$ cat config.mk
export PLATFORM = sky130hd
export DESIGN_NAME = uart_mm_host
export DESIGN_NICKNAME = d
export VERILOG_FILES = /design/src/rtl/uart_mm_pkg.sv /design/src/rtl/uart_mm_rx_byte.sv /design/src/rtl/uart_mm_host.sv
export SDC_FILE = /design/constraint.sdc
export NUM_CORES = 1
export LEC_CHECK = 0
export BUFFER_PORTS_ARGS = -buffer_cell sky130_fd_sc_hd__buf_4
export CORE_MARGIN = 2
export CORE_UTILIZATION = 54
export CTS_BUF_LIST = sky130_fd_sc_hd__clkbuf_8
export DETAILED_ROUTE_END_ITERATION = 6
export PLACE_DENSITY = 0.85
export RECOVER_POWER = 50
export SYNTH_ARGS = -nofsm -noshare
export SYNTH_HDL_FRONTEND = slang
export SYNTH_SLANG_ARGS = --single-unit
$ cat constraint.sdc
create_clock -name clk -period 2.4 [get_ports clk]
set_input_delay 0.12 -clock clk [delete_from_list [all_inputs] [get_ports clk]]
set_output_delay 0.12 -clock clk [all_outputs]
set_load 0.01 [all_outputs]
$ cat src/rtl/uart_mm_pkg.sv
// Shared constants and state types for the UART memory-mapped host.
package uart_mm_pkg;

    localparam logic [7:0] OP_WRITE = 8'h57;
    localparam logic [7:0] OP_READ  = 8'h52;
    localparam logic [7:0] ACK      = 8'h41;

    typedef enum logic [1:0] {StIdle, StSend, StWaitRsp, StDone} state_e;

    typedef enum logic [1:0] {RxHunt, RxStart, RxData, RxStop} rx_state_e;

endpackage

$ cat src/rtl/uart_mm_rx_byte.sv
// 8N1 byte receiver: 2-flop synchronizer, glitch-checked start bit, centre sampling.
module uart_mm_rx_byte
    import uart_mm_pkg::*;
#(
    parameter int unsigned CLKS_PER_BIT = 434
) (
    input  logic       clk,
    input  logic       rst,
    input  logic       en_i,
    input  logic       rx_i,
    output logic [7:0] byte_o,
    output logic       valid_o,
    output logic       frame_err_o
);

    localparam int unsigned CW = $clog2(CLKS_PER_BIT + 1);
    localparam logic [CW-1:0] BIT_LAST  = CW'(CLKS_PER_BIT - 1);
    localparam logic [CW-1:0] HALF_LAST = CW'(CLKS_PER_BIT / 2 - 1);

    logic          sync1_q, sync2_q, prev_q;
    rx_state_e     st_q;
    logic [CW-1:0] cnt_q;
    logic [2:0]    idx_q;
    logic [7:0]    sh_q;

    always_ff @(posedge clk) begin
        if (rst) begin
            sync1_q     <= 1'b1;
            sync2_q     <= 1'b1;
            prev_q      <= 1'b1;
            st_q        <= RxHunt;
            cnt_q       <= '0;
            idx_q       <= '0;
            sh_q        <= '0;
            byte_o      <= '0;
            valid_o     <= 1'b0;
            frame_err_o <= 1'b0;
        end else begin
            sync1_q <= rx_i;
            sync2_q <= sync1_q;
            prev_q  <= sync2_q;
            valid_o <= 1'b0;
            if (!en_i) begin
                st_q  <= RxHunt;
                cnt_q <= '0;
            end else begin
                cnt_q <= cnt_q + 1'b1;
                unique case (st_q)
                    RxHunt: begin
                        cnt_q <= '0;
                        if (prev_q && !sync2_q) st_q <= RxStart;
                    end
                    RxStart: begin
                        // A start bit that is high again at mid-bit was a glitch.
                        if (cnt_q == HALF_LAST) begin
                            cnt_q <= '0;
                            idx_q <= '0;
                            st_q  <= sync2_q ? RxHunt : RxData;
                        end
                    end
                    RxData: begin
                        if (cnt_q == BIT_LAST) begin
                            cnt_q <= '0;
                            sh_q  <= {sync2_q, sh_q[7:1]};
                            idx_q <= idx_q + 1'b1;
                            if (idx_q == 3'd7) st_q <= RxStop;
                        end
                    end
                    RxStop: begin
                        if (cnt_q == BIT_LAST) begin
                            cnt_q       <= '0;
                            st_q        <= RxHunt;
                            byte_o      <= sh_q;
                            valid_o     <= 1'b1;
                            frame_err_o <= !sync2_q;
                        end
                    end
                    default: st_q <= RxHunt;
                endcase
            end
        end
    end

endmodule

$ cat src/rtl/uart_mm_host.sv
// Host that turns read/write requests into UART command frames and collects the reply.
module uart_mm_host
    import uart_mm_pkg::*;
#(
    parameter int unsigned NUM_BYTES_DATA    = 4,
    parameter int unsigned NUM_BYTES_ADDRESS = 1,
    parameter int unsigned CLKS_PER_BIT      = 434,
    parameter int unsigned RESP_TIMEOUT      = 100000
) (
    input  logic                          clk,
    input  logic                          rst,
    input  logic                          req_valid,
    output logic                          req_ready,
    input  logic                          req_we,
    input  logic [NUM_BYTES_ADDRESS*8-1:0] req_addr,
    input  logic [NUM_BYTES_DATA*8-1:0]    req_wdata,
    output logic                          rsp_valid,
    output logic [NUM_BYTES_DATA*8-1:0]    rsp_rdata,
    output logic                          rsp_err,
    input  logic                          rx,
    output logic                          tx
);

    localparam int unsigned DW  = NUM_BYTES_DATA * 8;
    localparam int unsigned FW  = 8 + NUM_BYTES_ADDRESS * 8 + DW;
    localparam int unsigned CW  = $clog2(CLKS_PER_BIT + 1);
    localparam int unsigned TW  = $clog2(RESP_TIMEOUT + 1);
    localparam int unsigned NBW = $clog2(NUM_BYTES_ADDRESS + NUM_BYTES_DATA + 2);
    localparam logic [CW-1:0]  BIT_LAST = CW'(CLKS_PER_BIT - 1);
    localparam logic [TW-1:0]  TMO_LAST = TW'(RESP_TIMEOUT - 1);
    localparam logic [NBW-1:0] WR_LAST  = NBW'(NUM_BYTES_ADDRESS + NUM_BYTES_DATA);
    localparam logic [NBW-1:0] RD_LAST  = NBW'(NUM_BYTES_ADDRESS);
    localparam logic [NBW-1:0] RSP_LAST = NBW'(NUM_BYTES_DATA - 1);

    state_e         state_q;
    logic           we_q;
    logic [FW-1:0]  frame_q;
    logic [CW-1:0]  clk_cnt_q;
    logic [3:0]     bit_idx_q;
    logic [NBW-1:0] byte_idx_q;
    logic [TW-1:0]  tmo_q;
    logic [DW-1:0]  rdata_sh_q;

    logic          rx_en, rx_valid, rx_frame_err;
    logic [7:0]    rx_byte;
    logic [DW-1:0] rx_next;

    assign rx_en   = (state_q == StWaitRsp);
    assign rx_next = DW'({rx_byte, rdata_sh_q} >> 8);

    uart_mm_rx_byte #(
        .CLKS_PER_BIT(CLKS_PER_BIT)
    ) u_rx (
        .clk        (clk),
        .rst        (rst),
        .en_i       (rx_en),
        .rx_i       (rx),
        .byte_o     (rx_byte),
        .valid_o    (rx_valid),
        .frame_err_o(rx_frame_err)
    );

    always_ff @(posedge clk) begin
        if (rst) begin
            state_q    <= StIdle;
            req_ready  <= 1'b0;
            tx         <= 1'b1;
            rsp_valid  <= 1'b0;
            rsp_err    <= 1'b0;
            rsp_rdata  <= '0;
            we_q       <= 1'b0;
            frame_q    <= '0;
            clk_cnt_q  <= '0;
            bit_idx_q  <= '0;
            byte_idx_q <= '0;
            tmo_q      <= '0;
            rdata_sh_q <= '0;
        end else begin
            rsp_valid <= 1'b0;
            unique case (state_q)
                StIdle: begin
                    req_ready <= 1'b1;
                    if (req_valid && req_ready) begin
                        req_ready  <= 1'b0;
                        we_q       <= req_we;
                        frame_q    <= {req_wdata, req_addr, req_we ? OP_WRITE : OP_READ};
                        tx         <= 1'b0;
                        clk_cnt_q  <= '0;
                        bit_idx_q  <= '0;
                        byte_idx_q <= '0;
                        state_q    <= StSend;
                    end
                end
                StSend: begin
                    clk_cnt_q <= clk_cnt_q + 1'b1;
                    if (clk_cnt_q == BIT_LAST) begin
                        clk_cnt_q <= '0;
                        if (bit_idx_q == 4'd9) begin
                            bit_idx_q <= '0;
                            if (byte_idx_q == (we_q ? WR_LAST : RD_LAST)) begin
                                state_q    <= StWaitRsp;
                                byte_idx_q <= '0;
                                tmo_q      <= '0;
                            end else begin
                                // Next start bit follows the stop bit directly.
                                byte_idx_q <= byte_idx_q + 1'b1;
                                frame_q    <= frame_q >> 8;
                                tx         <= 1'b0;
                            end
                        end else begin
                            bit_idx_q <= bit_idx_q + 1'b1;
                            tx        <= (bit_idx_q == 4'd8) ? 1'b1 : frame_q[bit_idx_q[2:0]];
                        end
                    end
                end
                StWaitRsp: begin
                    tmo_q <= tmo_q + 1'b1;
                    if (rx_valid) begin
                        tmo_q <= '0;
                        if (rx_frame_err) begin
                            state_q   <= StDone;
                            rsp_valid <= 1'b1;
                            rsp_err   <= 1'b1;
                            rsp_rdata <= '0;
                        end else if (we_q) begin
                            state_q   <= StDone;
                            rsp_valid <= 1'b1;
                            rsp_err   <= (rx_byte != ACK);
                        end else if (byte_idx_q == RSP_LAST) begin
                            state_q   <= StDone;
                            rsp_valid <= 1'b1;
                            rsp_err   <= 1'b0;
                            rsp_rdata <= rx_next;
                        end else begin
                            byte_idx_q <= byte_idx_q + 1'b1;
                            rdata_sh_q <= rx_next;
                        end
                    end else if (tmo_q == TMO_LAST) begin
                        state_q   <= StDone;
                        rsp_valid <= 1'b1;
                        rsp_err   <= 1'b1;
                        rsp_rdata <= '0;
                    end
                end
                StDone: begin
                    state_q   <= StIdle;
                    req_ready <= 1'b1;
                end
                default: state_q <= StIdle;
            endcase
        end
    end

endmodule
# Yosys cells after proc, flatten, opt, wreduce, memory -nomap -nowiden
# Cells that the tools add are included.
# totals
register_bits	187
latchBits	0
mem_bits_rw	0
romBits	0
output_inout_bits	36
memories	0
# op_classes
n_addsub	6
multipliers	0
div	0
n_lt_le_gt_ge	1
n_eq_ne	36
shift	0
mux	77
bitwise	5
reduce_logical	29
# ops
operator	n
$mux W48	4
$mux W32	5
$pmux W48 S2	1
$mux W17	4
$mux W3	12
$mux W9	4
$pmux W17 S2	1
$mux W2	15
$pmux W9 S3	1
$add A9 B1 Y9 const B	2
$eq A9 B9 Y1 const B	2
$mux W1	18
$ne A2 B2 Y1 const B	9
$pmux W9 S2	1
$add A17 B1 Y17 const B	1
$eq A17 B17 Y1 const B	1
$pmux W2 S4	2
$reduce_and A4 Y1	4
$reduce_and A5 Y1	3
$mux W4	3
$ne A3 B3 Y1 const B	4
$reduce_and A3 Y1	4
$ne A2 B1 Y1 const B	5
$reduce_bool A2 Y1	5
28 further kinds	43

# Depth between registers and ports, before layout
# logic_depth
word_depth	6
mapped_depth	10
depth_no_buf	7

# Modules after synthesis
# Synthesis repeated with hierarchy kept, for this count alone.
# unflattened
cells_unflattened	875
area_unflattened_um2	7861.3
# modules_own_cells
mod	instances	cells_each	area_each_um2
uart_mm_host	1	730	6369.9
uart_mm_rx_byte	1	145	1491.4

# Worst setup path after synthesis
# OpenSTA, ideal clock, no wires.
# synth_timing
path_kind	reg2reg
start	register tmo_q[6]
end	register rsp_rdata[0]
arrival_ns	2.139
t_required_ns	2.283
path_slack_ns	0.145
path_stages_with_launch	7
n_path_buf	1
synth_period_minus_slack_ns	2.255
cell_sequence	dfxtp_1 > or4b_2 > o41a_4 > nor2_4 > nor2_2 > buf_6 > a22o_1
# synth_via
elab_chain_cells	3
# synth_lines
item	line	source
from (decl)	uart_mm_host.sv:41	logic [TW-1:0] tmo_q;
from (signal assigned)	uart_mm_host.sv:117	tmo_q <= tmo_q + 1'b1;
$eq A17 B17 Y1	uart_mm_host.sv:138	end else if (tmo_q == TMO_LAST) begin
$reduce_bool A2 Y1 (no source line)	n/a	
$reduce_and A4 Y1 (no source line)	n/a	
to (signal assigned)	uart_mm_host.sv:133	rsp_rdata <= rx_next;
to (decl)	uart_mm_host.sv:18	output logic [NUM_BYTES_DATA*8-1:0] rsp_rdata,
# Every way passes these cells.
# A chain may end at the register's enable or synchronous reset.

# Worst setup path after layout
# layout_timing
start	register tmo_q[6]
end	register rsp_rdata[15]
# Same word-level chain as after synthesis.

==> flow_metrics.env <==
export IMPL_run_status="complete, no violations"
export IMPL_clk_latency_ns=0.47
export IMPL_final_hold_viol_count=0
export IMPL_placed_cell_area_um2=8370
export IMPL_final_nets=995
export IMPL_drv_slew=0
export IMPL_period_share_pct=94.5
export IMPL_syn_area_um2=7510
export IMPL_cts_made_buffers=17
export IMPL_path_clk_slew_ns=0.11
export IMPL_ant_nets=0
export IMPL_p_total_uw=7450
export IMPL_yosysUniqueCellTypes=60
export IMPL_path_delay_family="simple AND/OR/NAND/NOR gates"
export IMPL_via_per_inst=5.61
export IMPL_crit_fanout=25
export IMPL_row_count=43
export IMPL_finalSetupViolCount=0
export IMPL_drv_cap=0
export IMPL_cts_root_buf="clkbuf_8"
export IMPL_cts_buffer_depth=2
export IMPL_start_util_pct=54.8
export IMPL_fin_hold_ws_ns=0.0129
export IMPL_diodes=0
export IMPL_end_kind="flip-flop"
export IMPL_hp_start="req_addr[5]"
export IMPL_seq_area_um2=3580
export IMPL_vias=6290
export IMPL_firstDrtPassIters=5
export IMPL_fill_cells=1092
export IMPL_crit_slowest_cell="or4b_2"
export IMPL_clockPowerShare_pct=27.8
export IMPL_yosysWarnings=0
export IMPL_hold_path_depth=3
export IMPL_cellPowerDensity_nw_per_um2=828
export IMPL_power_leakage_uw=0.00330
export IMPL_port_buffers=80
export IMPL_postSynth_asyncResetShare_pct=0
export IMPL_gp_congestion=0.818
export IMPL_post_drt_wl_per_cell_um=15.0
export IMPL_min_path_type="in -> reg"
export IMPL_power_frac_seq_pct=46.3
export IMPL_antenna_found_initial=0
export IMPL_power_switching_uw=2520
export IMPL_synth_top_area_share_pct=47.7
export IMPL_synth_edf_count=0
export IMPL_drcViolationCount=0
export IMPL_ys_top_cells_by_area="dfxtp_1 48%, mux2i_1 6.8%, a21oi_1 4.7%"
export IMPL_seq_area_frac_synth_pct=47.7
export IMPL_layout_common_cells="179 x dfxtp_1, 90 x nor2_1, 75 x nand2_1"
export IMPL_cp_start_kind="flip-flop"
export IMPL_multi_input_area_um2=3670
export IMPL_area_growth_pct=19.6
export IMPL_power_switching_share_pct=33.8
export IMPL_grt_overflow_total=0
export IMPL_fp_dieH_um=122
export IMPL_worst_r2r_path_depth=5
export IMPL_cp_required_ns=2.77
export IMPL_fin_area_um2=8990
export IMPL_path_buf_inv=0
export IMPL_drt_initial_drc_count=421
export IMPL_fin_setup_tns_ns=0
export IMPL_gr_usage_all_layers_pct=22.7
export IMPL_syn_avg_cell_area_um2=9.24
export IMPL_pin_count=81
export IMPL_rsz0062_at_grt="no"
export IMPL_grt_pass1_vias=5882
export IMPL_hpwl_um=11100
export IMPL_syn_inst=813
export IMPL_fmax_mhz=441
export IMPL_synth_seq_cells=179
export IMPL_cts_tree="built"
export IMPL_grt_max_degree=73
export IMPL_cp_num_cells=5
export IMPL_cp_common_cell="nor2_4"
export IMPL_critPathArrivalTime_ns=2.64
export IMPL_ir_worst_vdd_v=0.000678
export IMPL_clock_sinks=179
export IMPL_max_stage_delay_ns=0.71
export IMPL_die_w_um=122
export IMPL_wl_um=16800
export IMPL_drive_gt1_share_pct=13.5
export IMPL_layout_commonest_cell="dfxtp_1"
export IMPL_p_int_uw=4930
export IMPL_htreeDepth=4
export IMPL_max_slew_worst_pin_slew_ns=0.885
export IMPL_p_comb_share_pct=25.9
export IMPL_crit_start="tmo_q[6]"
export IMPL_slew_headroom_pct=40.6
export IMPL_fin_skew_ns=0.0177
export IMPL_layout_min_cycle_time_ns=2.27
export IMPL_die_area_um2=14900
export IMPL_synthesis_nets=880
export IMPL_synth_ff_type="dfxtp_1"
export IMPL_r2r_start="tmo_q[6]"
export IMPL_path_cells="or4b_2, o41a_4, nor2_4, nor2_4, a22o_1"
export IMPL_synth_top_area_cell="dfxtp_1"
export IMPL_core_area_um2=13700
export IMPL_grt_pass1_wl_um=27200
export IMPL_crit_type="reg -> reg"
## registers in the layout, summed over array words and instances (netlist names), named ones only
register / flops
rsp_err: 1
u_rx.cnt_q: 9
frame_q: 48
tx: 1
u_rx.sh_q: 8
u_rx.byte_o: 8
u_rx.sync2_q: 1
rdata_sh_q: 24
u_rx.idx_q: 3
state_q: 2
we_q: 1
req_ready: 1
byte_idx_q: 3
clk_cnt_q: 9
tmo_q: 17
u_rx.frame_err_o: 1
rsp_valid: 1
u_rx.sync1_q: 1
u_rx.valid_o: 1
u_rx.prev_q: 1
rsp_rdata: 32
bit_idx_q: 4
u_rx.st_q: 1
## cell usage after synthesis, types with 2 or more instances
library cell / n
xor2_1: 10
nor2b_1: 7
o22ai_1: 4
and2_1: 2
and4b_1: 2
o21ai_0: 25
a21oi_1: 70
a22o_1: 33
a22oi_1: 2
o32ai_1: 2
mux2i_1: 51
a21oi_2: 2
nand4b_1: 4
buf_1: 2
nor4b_1: 2
xnor2_1: 7
dfxtp_1: 179
or4bb_1: 2
nand3_1: 20
clkbuf_1: 38
or2_2: 6
nand3b_1: 2
buf_6: 2
o31ai_1: 5
or4b_2: 2
nand2_1: 75
and3_1: 6
nand4_1: 16
nand2b_1: 8
inv_1: 22
a211oi_1: 38
buf_2: 3
o21ai_1: 2
or3_1: 10
or4_1: 5
nor2_1: 90
nor3_1: 12
mux4_2: 2
ha_1: 22
## layer usage
layer | global-route usage (%) | part of all wire, % | up-vias
met4 | 10.1 | 2.9 | 0
met1 | 27.8 | 44 | 2919
met5 | 0 | 0 | -
li1 | - | - | 3143
met2 | 38.4 | 48 | 184
met3 | 4.63 | 4.4 | 44
## what timing repair did
action / 4_1_cts / 5_1_grt
hold buffers: 32 / 0
gates resized for setup: 0 / 2
setup buffers: 0 / 2
setup endpoints to repair: 0 / 46
endpoints found under the hold margin: 32 / 0
## stage by stage
stage,instances,setup WS [ns],utilization [%]
2_1_floorplan,813,0.145,-
3_3_place_gp,1054,0.128,61.0
3_5_place_dp,1054,0.0938,61.0
4_1_cts,1118,0.0655,66.3
5_1_grt,1121,0.0401,65.5
6_report,1121,0.131,65.5
## cell families (layout without fill, tap and decap cells)
kind of cell | Yosys count | count (layout) | share of synthesized area [%]
xor gates and xnor gates | 17 | 17 | 1.98
AOI/OAI and AO/OA | 193 | 193 | 16.9
buffers and inverters | 67 | 195 | 3.60
DFF | 179 | 179 | 47.7
and+or+nand+nor | 282 | 282 | 18.8
muxes | 53 | 53 | 7.39
adders and majority gates | 22 | 22 | 3.66
## tightest hold or removal path: cells and delay by family
family,cells,cell delay [ns]
muxes,1,0.12
buffers and inverters,1,0.11
AOI/OAI and AO/OA,1,0.08
## worst paths after layout
check,to,slack [ns]
worst max-delay path,rsp_rdata[15],0.13
worst min-delay path,frame_q[13],0.01
worst max register to register,rsp_rdata[15],0.13
worst min register to register,u_rx.sync2_q,0.44
## power groups by stage
stage	logic (uW)	clock network (uW)	registers (uW)
final	1930	2070	3440
after global routing	2130	2220	3480
after CTS	1840	2100	3440
after detailed placement	1790	0	3510
after global placement	1750	0	3500
after floorplan	1350	0	3460
## final cells by class
| cell class | count | area share, % |
|---|---|---|
| repair buffers | 141 | 11.3 |
| flip-flops and latches | 179 | 39.9 |
| clock buffers | 17 | 2.60 |
| inverters | 22 | 0.918 |
| clock inverters | 15 | 1.98 |
| well taps | 180 | 2.50 |
| multi-input cells | 567 | 40.9 |
Power figures use the tool's default switching activity.
